### src/rtl/alu_iter_pkg.sv
// alu_iter_pkg: function codes, flag layout, FSM states and helpers shared by
// the iterative ALU. Optional macro ALU_DIV_EN enables the iterative divider.
package alu_iter_pkg;

    localparam int unsigned ALU_FUNC_W = 4;
    localparam int unsigned FR_FLAG_W  = 4;

    // Existing single-cycle codes keep their values; iterative codes are new.
    localparam logic [ALU_FUNC_W-1:0] ALU_ADD  = 4'd0;
    localparam logic [ALU_FUNC_W-1:0] ALU_SUB  = 4'd1;
    localparam logic [ALU_FUNC_W-1:0] ALU_TH   = 4'd2;
    localparam logic [ALU_FUNC_W-1:0] ALU_NOT  = 4'd3;
    localparam logic [ALU_FUNC_W-1:0] ALU_AND  = 4'd4;
    localparam logic [ALU_FUNC_W-1:0] ALU_OR   = 4'd5;
    localparam logic [ALU_FUNC_W-1:0] ALU_XOR  = 4'd6;
    localparam logic [ALU_FUNC_W-1:0] ALU_SRA  = 4'd7;
    localparam logic [ALU_FUNC_W-1:0] ALU_SRL  = 4'd8;
    localparam logic [ALU_FUNC_W-1:0] ALU_SLL  = 4'd9;
    localparam logic [ALU_FUNC_W-1:0] ALU_MUL  = 4'd10;
    localparam logic [ALU_FUNC_W-1:0] ALU_MULH = 4'd11;
    localparam logic [ALU_FUNC_W-1:0] ALU_DIV  = 4'd12;
    localparam logic [ALU_FUNC_W-1:0] ALU_MOD  = 4'd13;

    // Flag vector is {N,Z,C,V}
    localparam logic [FR_FLAG_W-1:0] FLAGS_ILLEGAL_OP = 4'b0101;

    typedef enum logic [1:0] {
        ALU_ST_IDLE = 2'd0,
        ALU_ST_BUSY = 2'd1,
        ALU_ST_DONE = 2'd2
    } alu_state_e;

    // True for functions that run through the multi-cycle datapath.
    function automatic logic is_iter_func(input logic [ALU_FUNC_W-1:0] f);
        logic r;
        r = (f == ALU_MUL) || (f == ALU_MULH);
`ifdef ALU_DIV_EN
        r = r || (f == ALU_DIV) || (f == ALU_MOD);
`endif
        return r;
    endfunction

endpackage

### src/rtl/alu_iter_core.sv
// alu_iter_core: combinational single-cycle function unit (add/sub, pass,
// logic, shifts) with the N,Z,C,V flag equations. Without ALU_DIV_EN the
// DIV/MOD codes resolve here as an illegal op.
module alu_iter_core
    import alu_iter_pkg::*;
#(
    parameter int unsigned DATA_W = 16,
    parameter int unsigned SH_W   = $clog2(DATA_W)
) (
    input  logic [DATA_W-1:0]     a,
    input  logic [DATA_W-1:0]     b,
    input  logic [ALU_FUNC_W-1:0] func,
    output logic [DATA_W-1:0]     y,
    output logic [FR_FLAG_W-1:0]  flags
);

    localparam int unsigned       M     = DATA_W - 1;
    localparam logic [DATA_W-1:0] W_VAL = DATA_W'(DATA_W);

    logic [DATA_W:0] sum;
    logic [DATA_W:0] sll_ext;
    logic [DATA_W:0] srl_ext;
    logic [DATA_W:0] sra_ext;
    logic [SH_W:0]   amt;
    logic            c;
    logic            v;
    logic            legal;
    logic            illegal_div;

    // Result and flags for every single-cycle function code
    always_comb begin
        sum         = '0;
        y           = '0;
        c           = 1'b0;
        v           = 1'b0;
        legal       = 1'b1;
        illegal_div = 1'b0;
        // Only meaningful when 1 <= b <= DATA_W; the extra bit captures the
        // last bit shifted out.
        amt         = b[SH_W:0];
        sll_ext     = {1'b0, a} << amt;
        srl_ext     = {a, 1'b0} >> amt;
        sra_ext     = $signed({a, 1'b0}) >>> amt;
        case (func)
            ALU_ADD: begin
                sum = {1'b0, a} + {1'b0, b};
                y   = sum[M:0];
                c   = sum[DATA_W];
                v   = (a[M] == b[M]) && (y[M] != a[M]);
            end
            ALU_SUB: begin
                sum = {1'b0, a} - {1'b0, b};
                y   = sum[M:0];
                c   = sum[DATA_W];
                v   = (a[M] != b[M]) && (y[M] != a[M]);
            end
            ALU_TH:  y = b;
            ALU_NOT: y = ~b;
            ALU_AND: y = a & b;
            ALU_OR:  y = a | b;
            ALU_XOR: y = a ^ b;
            ALU_SRA: begin
                if (b == '0) begin
                    y = a;
                end else if (b <= W_VAL) begin
                    y = sra_ext[DATA_W:1];
                    c = sra_ext[0];
                end else begin
                    y = {DATA_W{a[M]}};
                    c = a[M];
                end
            end
            ALU_SRL: begin
                if (b == '0) begin
                    y = a;
                end else if (b <= W_VAL) begin
                    y = srl_ext[DATA_W:1];
                    c = srl_ext[0];
                end
            end
            ALU_SLL: begin
                if (b == '0) begin
                    y = a;
                end else if (b <= W_VAL) begin
                    y = sll_ext[M:0];
                    c = sll_ext[DATA_W];
                end
            end
`ifndef ALU_DIV_EN
            ALU_DIV, ALU_MOD: illegal_div = 1'b1;
`endif
            default: legal = 1'b0;
        endcase
        flags = {y[M], (y == '0), c, v};
        if (!legal) begin
            flags = '0;
        end
        if (illegal_div) begin
            flags = FLAGS_ILLEGAL_OP;
        end
    end

endmodule

### src/rtl/alu_iter.sv
// alu_iter: handshaked ALU with registered result, single-cycle functions via
// alu_iter_core and iterative shift-add multiply / restoring divide.
// Optional macro ALU_DIV_EN compiles in the divider; otherwise DIV/MOD are
// reported as an illegal op in one cycle.
`ifndef DATA_W
`define DATA_W 16
`endif

module alu_iter
    import alu_iter_pkg::*;
#(
    parameter int unsigned DATA_W = `DATA_W,
    parameter int unsigned SH_W   = $clog2(DATA_W)
) (
    input  logic                  clk,
    input  logic                  rst_n,
    input  logic                  in_valid,
    output logic                  in_ready,
    input  logic [DATA_W-1:0]     a,
    input  logic [DATA_W-1:0]     b,
    input  logic [ALU_FUNC_W-1:0] func,
    output logic                  out_valid,
    input  logic                  out_ready,
    output logic [DATA_W-1:0]     y,
    output logic [FR_FLAG_W-1:0]  flags
);

    alu_state_e              state;
    alu_state_e              state_nxt;
    logic                    accept;
    logic                    busy;
    logic                    last_iter;
    logic [SH_W-1:0]         cnt;
    logic [ALU_FUNC_W-1:0]   op_func;
    logic [DATA_W-1:0]       op_a;
    logic [DATA_W-1:0]       cur_a;
    logic [2*DATA_W-1:0]     acc;
    logic [2*DATA_W-1:0]     acc_src;
    logic [2*DATA_W-1:0]     acc_nxt;
    logic [DATA_W:0]         mul_sum;
    logic [DATA_W-1:0]       core_y;
    logic [FR_FLAG_W-1:0]    core_flags;
    logic [DATA_W-1:0]       res_y;
    logic                    res_c;
    logic                    res_v;
    logic [FR_FLAG_W-1:0]    res_flags;
`ifdef ALU_DIV_EN
    logic [DATA_W-1:0]       op_b;
    logic [DATA_W-1:0]       cur_b;
    logic                    cur_div;
    logic [DATA_W:0]         div_sh;
`endif

    alu_iter_core #(
        .DATA_W (DATA_W),
        .SH_W   (SH_W)
    ) u_core (
        .a     (a),
        .b     (b),
        .func  (func),
        .y     (core_y),
        .flags (core_flags)
    );

    assign busy      = (state == ALU_ST_BUSY);
    assign last_iter = busy && (cnt == SH_W'(DATA_W - 2));

    // FSM state register
    always_ff @(posedge clk) begin
        if (!rst_n) begin
            state <= ALU_ST_IDLE;
        end else begin
            state <= state_nxt;
        end
    end

    // Handshake outputs and next-state selection
    always_comb begin
        state_nxt = state;
        in_ready  = 1'b0;
        out_valid = 1'b0;
        accept    = 1'b0;
        case (state)
            ALU_ST_IDLE: begin
                in_ready = 1'b1;
                accept   = in_valid;
                if (accept) begin
                    state_nxt = is_iter_func(func) ? ALU_ST_BUSY : ALU_ST_DONE;
                end
            end
            ALU_ST_BUSY: begin
                if (last_iter) begin
                    state_nxt = ALU_ST_DONE;
                end
            end
            ALU_ST_DONE: begin
                out_valid = 1'b1;
                in_ready  = out_ready;
                accept    = in_valid && out_ready;
                if (out_ready) begin
                    if (accept) begin
                        state_nxt = is_iter_func(func) ? ALU_ST_BUSY : ALU_ST_DONE;
                    end else begin
                        state_nxt = ALU_ST_IDLE;
                    end
                end
            end
            default: state_nxt = ALU_ST_IDLE;
        endcase
    end

    // One multiply/divide step; the accept edge itself runs the first step
    // on the live operands so the result lands DATA_W cycles after accept.
    always_comb begin
        cur_a   = busy ? op_a : a;
        acc_src = busy ? acc : {{DATA_W{1'b0}}, b};
        mul_sum = {1'b0, acc_src[2*DATA_W-1:DATA_W]}
                + (acc_src[0] ? {1'b0, cur_a} : {(DATA_W+1){1'b0}});
        acc_nxt = {mul_sum, acc_src[DATA_W-1:1]};
`ifdef ALU_DIV_EN
        cur_b   = busy ? op_b : b;
        cur_div = busy ? ((op_func == ALU_DIV) || (op_func == ALU_MOD))
                       : ((func == ALU_DIV) || (func == ALU_MOD));
        if (!busy && cur_div) begin
            acc_src = {{DATA_W{1'b0}}, a};
        end
        div_sh = {acc_src[2*DATA_W-1:DATA_W], acc_src[DATA_W-1]};
        if (cur_div) begin
            if (div_sh >= {1'b0, cur_b}) begin
                acc_nxt = {div_sh[DATA_W-1:0] - cur_b, acc_src[DATA_W-2:0], 1'b1};
            end else begin
                acc_nxt = {div_sh[DATA_W-1:0], acc_src[DATA_W-2:0], 1'b0};
            end
        end
`endif
    end

    // Final result and flags of an iterative function, taken from the last step
    always_comb begin
        res_y = '0;
        res_c = 1'b0;
        res_v = 1'b0;
        case (op_func)
            ALU_MUL: begin
                res_y = acc_nxt[DATA_W-1:0];
                res_c = |acc_nxt[2*DATA_W-1:DATA_W];
            end
            ALU_MULH: res_y = acc_nxt[2*DATA_W-1:DATA_W];
`ifdef ALU_DIV_EN
            ALU_DIV: begin
                res_y = acc_nxt[DATA_W-1:0];
                res_v = (op_b == '0);
            end
            ALU_MOD: begin
                res_y = acc_nxt[2*DATA_W-1:DATA_W];
                res_v = (op_b == '0);
            end
`endif
            default: ;
        endcase
        res_flags = {res_y[DATA_W-1], (res_y == '0), res_c, res_v};
    end

    // Operand latches, iteration state and the held result registers
    always_ff @(posedge clk) begin
        if (!rst_n) begin
            cnt     <= '0;
            op_func <= '0;
            op_a    <= '0;
            acc     <= '0;
            y       <= '0;
            flags   <= '0;
`ifdef ALU_DIV_EN
            op_b    <= '0;
`endif
        end else if (accept) begin
            cnt     <= '0;
            op_func <= func;
            op_a    <= a;
`ifdef ALU_DIV_EN
            op_b    <= b;
`endif
            if (is_iter_func(func)) begin
                acc <= acc_nxt;
            end else begin
                y     <= core_y;
                flags <= core_flags;
            end
        end else if (busy) begin
            acc <= acc_nxt;
            cnt <= cnt + 1'b1;
            if (last_iter) begin
                y     <= res_y;
                flags <= res_flags;
            end
        end
    end

endmodule

### config.mk
export PLATFORM = sky130hd
export DESIGN_NAME = alu_iter
export DESIGN_NICKNAME = d
export VERILOG_FILES = /design/src/rtl/alu_iter_pkg.sv /design/src/rtl/alu_iter_core.sv /design/src/rtl/alu_iter.sv
export SDC_FILE = /design/constraint.sdc
export NUM_CORES = 1
export LEC_CHECK = 0
export ABC_CLOCK_PERIOD_IN_PS = 5800
export CAP_MARGIN = 15
export CORE_MARGIN = 1
export CORE_UTILIZATION = 50
export CTS_CLUSTER_DIAMETER = 50
export DETAILED_ROUTE_END_ITERATION = 10
export PLACE_DENSITY = 0.69
export SLEW_MARGIN = 25
export SYNTH_ARGS = -nofsm -noshare
export SYNTH_HDL_FRONTEND = slang
export SYNTH_SLANG_ARGS = --single-unit
export TNS_END_PERCENT = 30
### constraint.sdc
create_clock -name clk -period 5.8 [get_ports clk]
set_input_delay 1.16 -clock clk [delete_from_list [all_inputs] [get_ports clk]]
set_output_delay 1.16 -clock clk [all_outputs]
set_load 0.1 [all_outputs]
== Word level (Yosys, flattened, before mapping) ==
Cells that the tools add are included.
Cells by class
  add/sub/neg operators: 4
  magnitude comparators: 1
  equality and inequality tests: 27
  shift-type cells: 3
  multiplexer cells: 44
  bitwise logic cells: 5
  reduce and logical (&&, ||, !) cells: 19
Operator list (count)
  16-bit two-way mux: 12
  16-bit one-hot mux with 10 select lines: 1
  32-bit two-way mux: 4
  16-bit logical NOT: 3
  4-bit == test (second input constant): 9
  16-bit by 16-bit adder with 17-bit output: 2
  16-bit one-hot mux with 2 select lines: 1
  4-bit two-way mux: 6
  16-bit by 5-bit << shifter with 17-bit output: 1
  17-bit by 5-bit right shift with 17-bit output: 1
  17-bit by 5-bit >>> shifter with 17-bit output: 1
  16-bit by 16-bit subtractor with 17-bit output: 1
  16-bit AND: 1
  4-bit by 3-bit == test with 1-bit output (second input constant): 4
  16-bit by 5-bit less-or-equal comparator with 1-bit output (second input constant): 1
  16-bit NOT: 1
  16-bit bitwise OR: 1
  16-bit OR reduction: 1
  16-bit XOR: 1
  12-bit OR reduction: 1
  1-bit two-way mux: 10
  2-bit two-way mux: 5
  4-bit by 2-bit == test with 1-bit output (second input constant): 2
  2-bit != test (second input constant): 3
  19 further kinds: 30
Storage, ports and cells
  register bits after elaboration: 78
  input bits: 40
  output and inout port bits: 22
  word-level logic and storage cells: 110

== Depth between registers and ports, before layout ==
  depth in word-level cells: 9
  mapped depth: 18
  gate-level depth less buffers: 15

== Cells and area by module ==
Synthesis repeated with hierarchy kept, for this count alone.
Unflattened totals
  cells, all modules: 1416
  area, all modules: 10620.2 sq um
Modules (own cells, without submodules)
  alu_iter_core: times used 1, cells each 785, area an instance 5795.6 sq um, sequential area each 0.0 sq um
  alu_iter: times used 1, cells each 631, area an instance 4824.6 sq um, sequential area each 1561.5 sq um

== Worst setup path after synthesis ==
No wires, ideal clock.
  kind: input port to flip-flop
  start point: input port b[0]
  end point: register flags[1]
  library setup time: 0.128 ns
  arrival time: 4.378 ns
  required time: 5.672 ns
  path slack: 1.295 ns
  stages: 16
  path buffers: 2
  cell sequence: buf_6 -> inv_1 -> nor2_1 -> a21oi_1 -> clkbuf_1 -> a21oi_1 -> ha_1 -> and2_1 -> nand4_1 -> or2_2 -> o31ai_1 -> nand3_1 -> o31a_1 -> or2_2 -> nor4_1 -> o22ai_1
On the way
  word-level cells in the longest chain between the ends: 8
  elaborated cells on any way between the ends: 25
  classes of those cells: add/sub: 3; order compare: 1; shift: 3; mux: 16; reduce/logical: 2
Ends and longest elaborated chain
  start: declaration: line alu_iter.sv:20  | input logic [DATA_W-1:0] b,
  32-bit two-way mux (tied with other cells): line alu_iter.sv:116  | acc_src = busy ? acc : {{DATA_W{1'b0}}, b};
  16-bit two-way mux (tied with other cells): line alu_iter.sv:118  | + (acc_src[0] ? {1'b0, cur_a} : {(DATA_W+1){1'b0}});
  16-bit by 16-bit adder with 17-bit output (tied with other cells): line alu_iter.sv:118
  16-bit OR reduction / 1-bit one-hot mux with 5 select lines (equally long branches): line alu_iter.sv:146, alu_iter_core.sv:44
  1-bit two-way mux / 4-bit two-way mux (equally long branches): line alu_iter.sv:143, alu_iter_core.sv:95
  4-bit two-way mux, on equally long branches: line alu_iter.sv:192, alu_iter_core.sv:98
  4-bit two-way mux, on equally long branches: line alu_iter.sv:189, alu_iter.sv:183
  4-bit two-way mux *: line alu_iter.sv:176  | end else if (accept) begin
  end signal: assignment: line alu_iter.sv:187  | flags <= core_flags;
  end signal: assignment: line alu_iter.sv:194  | flags <= res_flags;
  end: declaration: line alu_iter.sv:25  | output logic [FR_FLAG_W-1:0] flags
Mark *: on every way between the ends. The rest lies on a longest branch, timed or not. The select of a mux whose other input is x is not followed.
A chain may end at the register's enable or synchronous reset.

== Final worst setup path ==
  start point: input port a[7]
  end point: register flags[1]
On the way
  word-level cells in the longest chain between the ends: 8
  elaborated cells on any way between the ends: 23
  classes of those cells: add/sub: 3; shift: 3; mux: 16; reduce/logical: 1
Ends and longest elaborated chain
  start: declaration: line alu_iter.sv:19  | input logic [DATA_W-1:0] a,
  16-bit two-way mux (tied with other cells): line alu_iter.sv:115  | cur_a = busy ? op_a : a;
  16-bit two-way mux (tied with other cells): line alu_iter.sv:118
  16-bit by 16-bit adder with 17-bit output (tied with other cells): line alu_iter.sv:118
  16-bit OR reduction / 1-bit one-hot mux with 5 select lines (equally long branches): line alu_iter.sv:146, alu_iter_core.sv:44
  1-bit two-way mux / 4-bit two-way mux (equally long branches): line alu_iter.sv:143, alu_iter_core.sv:95
  4-bit two-way mux, on equally long branches: line alu_iter.sv:192, alu_iter_core.sv:98
  4-bit two-way mux, on equally long branches: line alu_iter.sv:189, alu_iter.sv:183
  4-bit two-way mux *: line alu_iter.sv:176
Marks and branches as above.

==> out/metrics.sh <==
NUMBER_OF_LIBRARY_CELL_TYPES_MAPPED_BY_SYNTHESIS=88
SYNTHFLOPTYPE='dfxtp_1'
REG2REG_FROM='state[0]'
END_KIND='register'
CTS_BUFFERS=9
WIRE_PER_INST_UM=24.1
FILLER_CELL_COUNT=1865
REG2REGPATHDEPTH=14
MIN_DELAY_PATH_DEPTH=2
FP.DIEW_UM=141
GR-USAGE-ALL-LAYERS=0.393
WORST_SKEW_PAIR.LATE_LATENCY_NS=0.35
FRACTION_OF_THE_CYCLE_THE_FINAL_WORST_PATH_NEEDS=0.810
TIMING.CRITICAL_PATH.ARRIVAL_NS=4.92
DETAIL_ROUTE.VIAS_PER_CELL=6.86
ANTENNA_VIOLATING_NETS_POST_ROUTE=0
SYNTHESIZED_NETLIST_CELL_COUNT=1359
DATA_REQUIRED_TIME_OF_THE_WORST_PATH_NS=6.02
DRC=0
FINALPOWER_mW=1.97
SYNTH.CELL_AREA_UM2=9670
YS.WARNINGS.COUNT=0
SLEW_HEADROOM=0.341
ANTENNA_FOUND_INITIAL=0
SYNTH_COMMONEST_CELLS='198 x nand2_1, 144 x a21oi_1, 107 x nor2_1'
PATH_CLK_SLEW_NS=0.06
ANTENNA-DIODE-COUNT=0
BOUNDARYPINS=62
MAPPEDNETLISTNETS=1469
WORSTSETUPPATHTYPE='input pin to register'
WORSTPATHMAXFANOUT=15
SYNTHDOMINANTCELLAREASHARE=0.161
HOLD_BUFFERS=0
CTS_ROOT_BUFFER='clkbuf_16'
NETLIST_TOP_CELLS_AREA='dfxtp_1 16%, ha_1 8.7%, nand2_1 7.7%'
RR_ENDPOINT='flags[1]'
PORT_BUFFERS=61
INITIAL_UTILIZATION=0.513
FIRST_GLOBAL_VIAS=10198
SETUP.WORST_PATH.START_CLASS='input pin'
SETUP_VIOL=0
FIN_CRIT_NS=4.70
DIE_HT_UM=141
CTS_SETUP_BUFFERS=0
SETUP_REPAIR_AFTER_GLOBAL_ROUTING_MISSED_ITS_MARGIN='false'
SYN_TO_FINAL_GROWTH_PCT=12.6
P_LEAK_nW=4.29
ROUTE.FINAL.WIRE_LENGTH_UM=39400
TIMING_MAX_TRANSITION_VIOLATIONS_FINAL=0
WORSTMARGINPINSLEW_NS=0.986
FIRSTDRTPASSITERS=8
TRITONCTS='done'
DIE-AREA_UM2=19900
ROUTE.VIAS.TOTAL=11206
GP_CONGESTION=1.06
FINALSETUPTNS_NS=0
STATUS='finished, final reports clean'
CTS.PATH.MAX_BUFFERS=2
FIN_SKEW_NS=0.00711
POST_CTS.RESIZED_INSTANCES=0
TIMING.FINAL.HOLD_VIOLATIONS=0
CORE_FOOTPRINT_UM2=18800
HOLD_PATH.STARTPOINT='acc[23]'
GRT_MAX_DEGREE=48
CTS.HTREE.LEVELS=3
AVGSYNTHCELLAREA_UM2=7.11
REG2REG_SETUP_SLACK_NS=1.60
MAXCAPVIOLATIONS=0
FIN_NETS=1479
HOLD-PATH-ENDPOINT='acc[23]'
WORST_HOLD_SLACK_NS=0.444
WORST_IR_DROP_VDD_V=0.000199
SYNTHARSTFLOPSHARE=0
HP-CLASS='register to register'
STD_CELL_ROWS=50
FMAX_MHz=213
SYNTH_SEQUENTIAL_AREA_RATIO=0.161
POST_DETAIL_PLACE_HPWL_UM=29200
SYNTH_TOP_CELL_BY_AREA='dfxtp_1'
GR-TOTAL-OVERFLOW=0
FIRST_ITER_VIOLATIONS=1159
GRT_FIRST_PASS_WIRELENGTH_UM=60200
POSTSYNTHREGISTERBITS=78
SYNTH.MOST_COMMON_CELL='nand2_1'
POST_ROUTE_CELLS_DRIVE_ABOVE_1_SHARE=0.103
TRITONCTS_NUM_SINKS=78
POWER_DENSITY_nW_PER_UM2=181
SYNTH_ENABLE_FLOP_CELLS=0
## report_power, final
part,switching (mW),leakage (nW),internal [mW],total (mW)
registers,0.0175,0.636,0.563,0.580
clock network,0.232,0.152,0.376,0.608
logic,0.518,3.50,0.263,0.781
## per-layer routing
| layer | global-route usage | wire [um] | share of wire | up-vias |
|---|---|---|---|---|
| li1 | - | - | - | 5019 |
| met1 | 0.518 | 15800 | 0.40 | 5293 |
| met2 | 0.612 | 17300 | 0.44 | 756 |
| met3 | 0.0554 | 4020 | 0.10 | 138 |
| met4 | 0.225 | 2360 | 0.060 | 0 |
| met5 | 0 | 0 | 0 | - |
## critical path, cell delays in order
cell             delay, ns
clkdlybuf4s50_1       1.04
nand2_1               0.10
a21oi_1               0.26
ha_1                  0.23
and2_1                0.19
nand4_1               0.13
or2_2                 0.30
o31ai_1               0.51
nand3_1               0.14
o31a_1                0.15
or2_2                 0.28
nor4_1                0.33
o22ai_1               0.11
## worst max-delay path by stage
| stage | slack, ns | cells after the start | from | endpoint |
|---|---|---|---|---|
| 2_1_floorplan | 1.29 | 16 | b[0] | flags[1] |
| 3_3_place_gp | 0.95 | 13 | a[7] | flags[1] |
| 3_5_place_dp | 0.88 | 13 | a[7] | flags[1] |
| 4_1_cts | 1.20 | 13 | a[7] | flags[1] |
| 5_1_grt | 0.93 | 17 | b[0] | flags[1] |
| 6_report | 1.10 | 13 | a[7] | flags[1] |
## cells in the final DEF (no fill, tap or decap), types with 25 or more instances in the layout
cell type,instances
nand2_1,198
a21oi_1,144
nor2_1,107
dfxtp_1,78
ha_1,67
inv_1,59
clkdlybuf4s50_1,59
o21ai_0,54
buf_4,54
mux2i_1,32
nand3_1,30
nor3_1,28
and2_1,25
## flip-flops by register name (all words and copies together), names as in the netlist
name     count
acc         32
op_func      4
state        2
cnt          4
op_a        16
y           16
flags        4
## per-stage QoR
| stage | setup slack [ns] | std cells | util | area, um^2 |
|---|---|---|---|---|
| floorplan | 1.29 | 1359 | - | 9670 |
| global placement | 0.954 | 1618 | 0.561 | 10600 |
| detailed placement | 0.883 | 1618 | 0.561 | 10600 |
| CTS | 1.20 | 1634 | 0.578 | 10900 |
| global route | 0.931 | 1634 | 0.578 | 10900 |
| finish | 1.10 | 1634 | 0.578 | 10900 |
## cell families after synthesis
group,after synthesis,share of synthesized area
muxes,69,0.101
adders and majority gates,70,0.0929
AOI/OAI and AO/OA,440,0.303
xor gates and xnor gates,31,0.0281
and+or+nand+nor,492,0.241
DFF,78,0.161
buffers and inverters,179,0.0727
## area by class of cell
cell class / count / area (um^2) / area share
Clock buffer: 10 / 229 / 0.0210
Clock inverter: 6 / 86.3 / 0.00793
Inverter: 63 / 236 / 0.0217
Multi-Input combinational cell: 1102 / 7440 / 0.683
Sequential cell: 78 / 1560 / 0.143
Tap cell: 260 / 325 / 0.0299
Timing Repair Buffer: 115 / 1010 / 0.0924
Note: power is estimated with default switching activity, not from simulation.
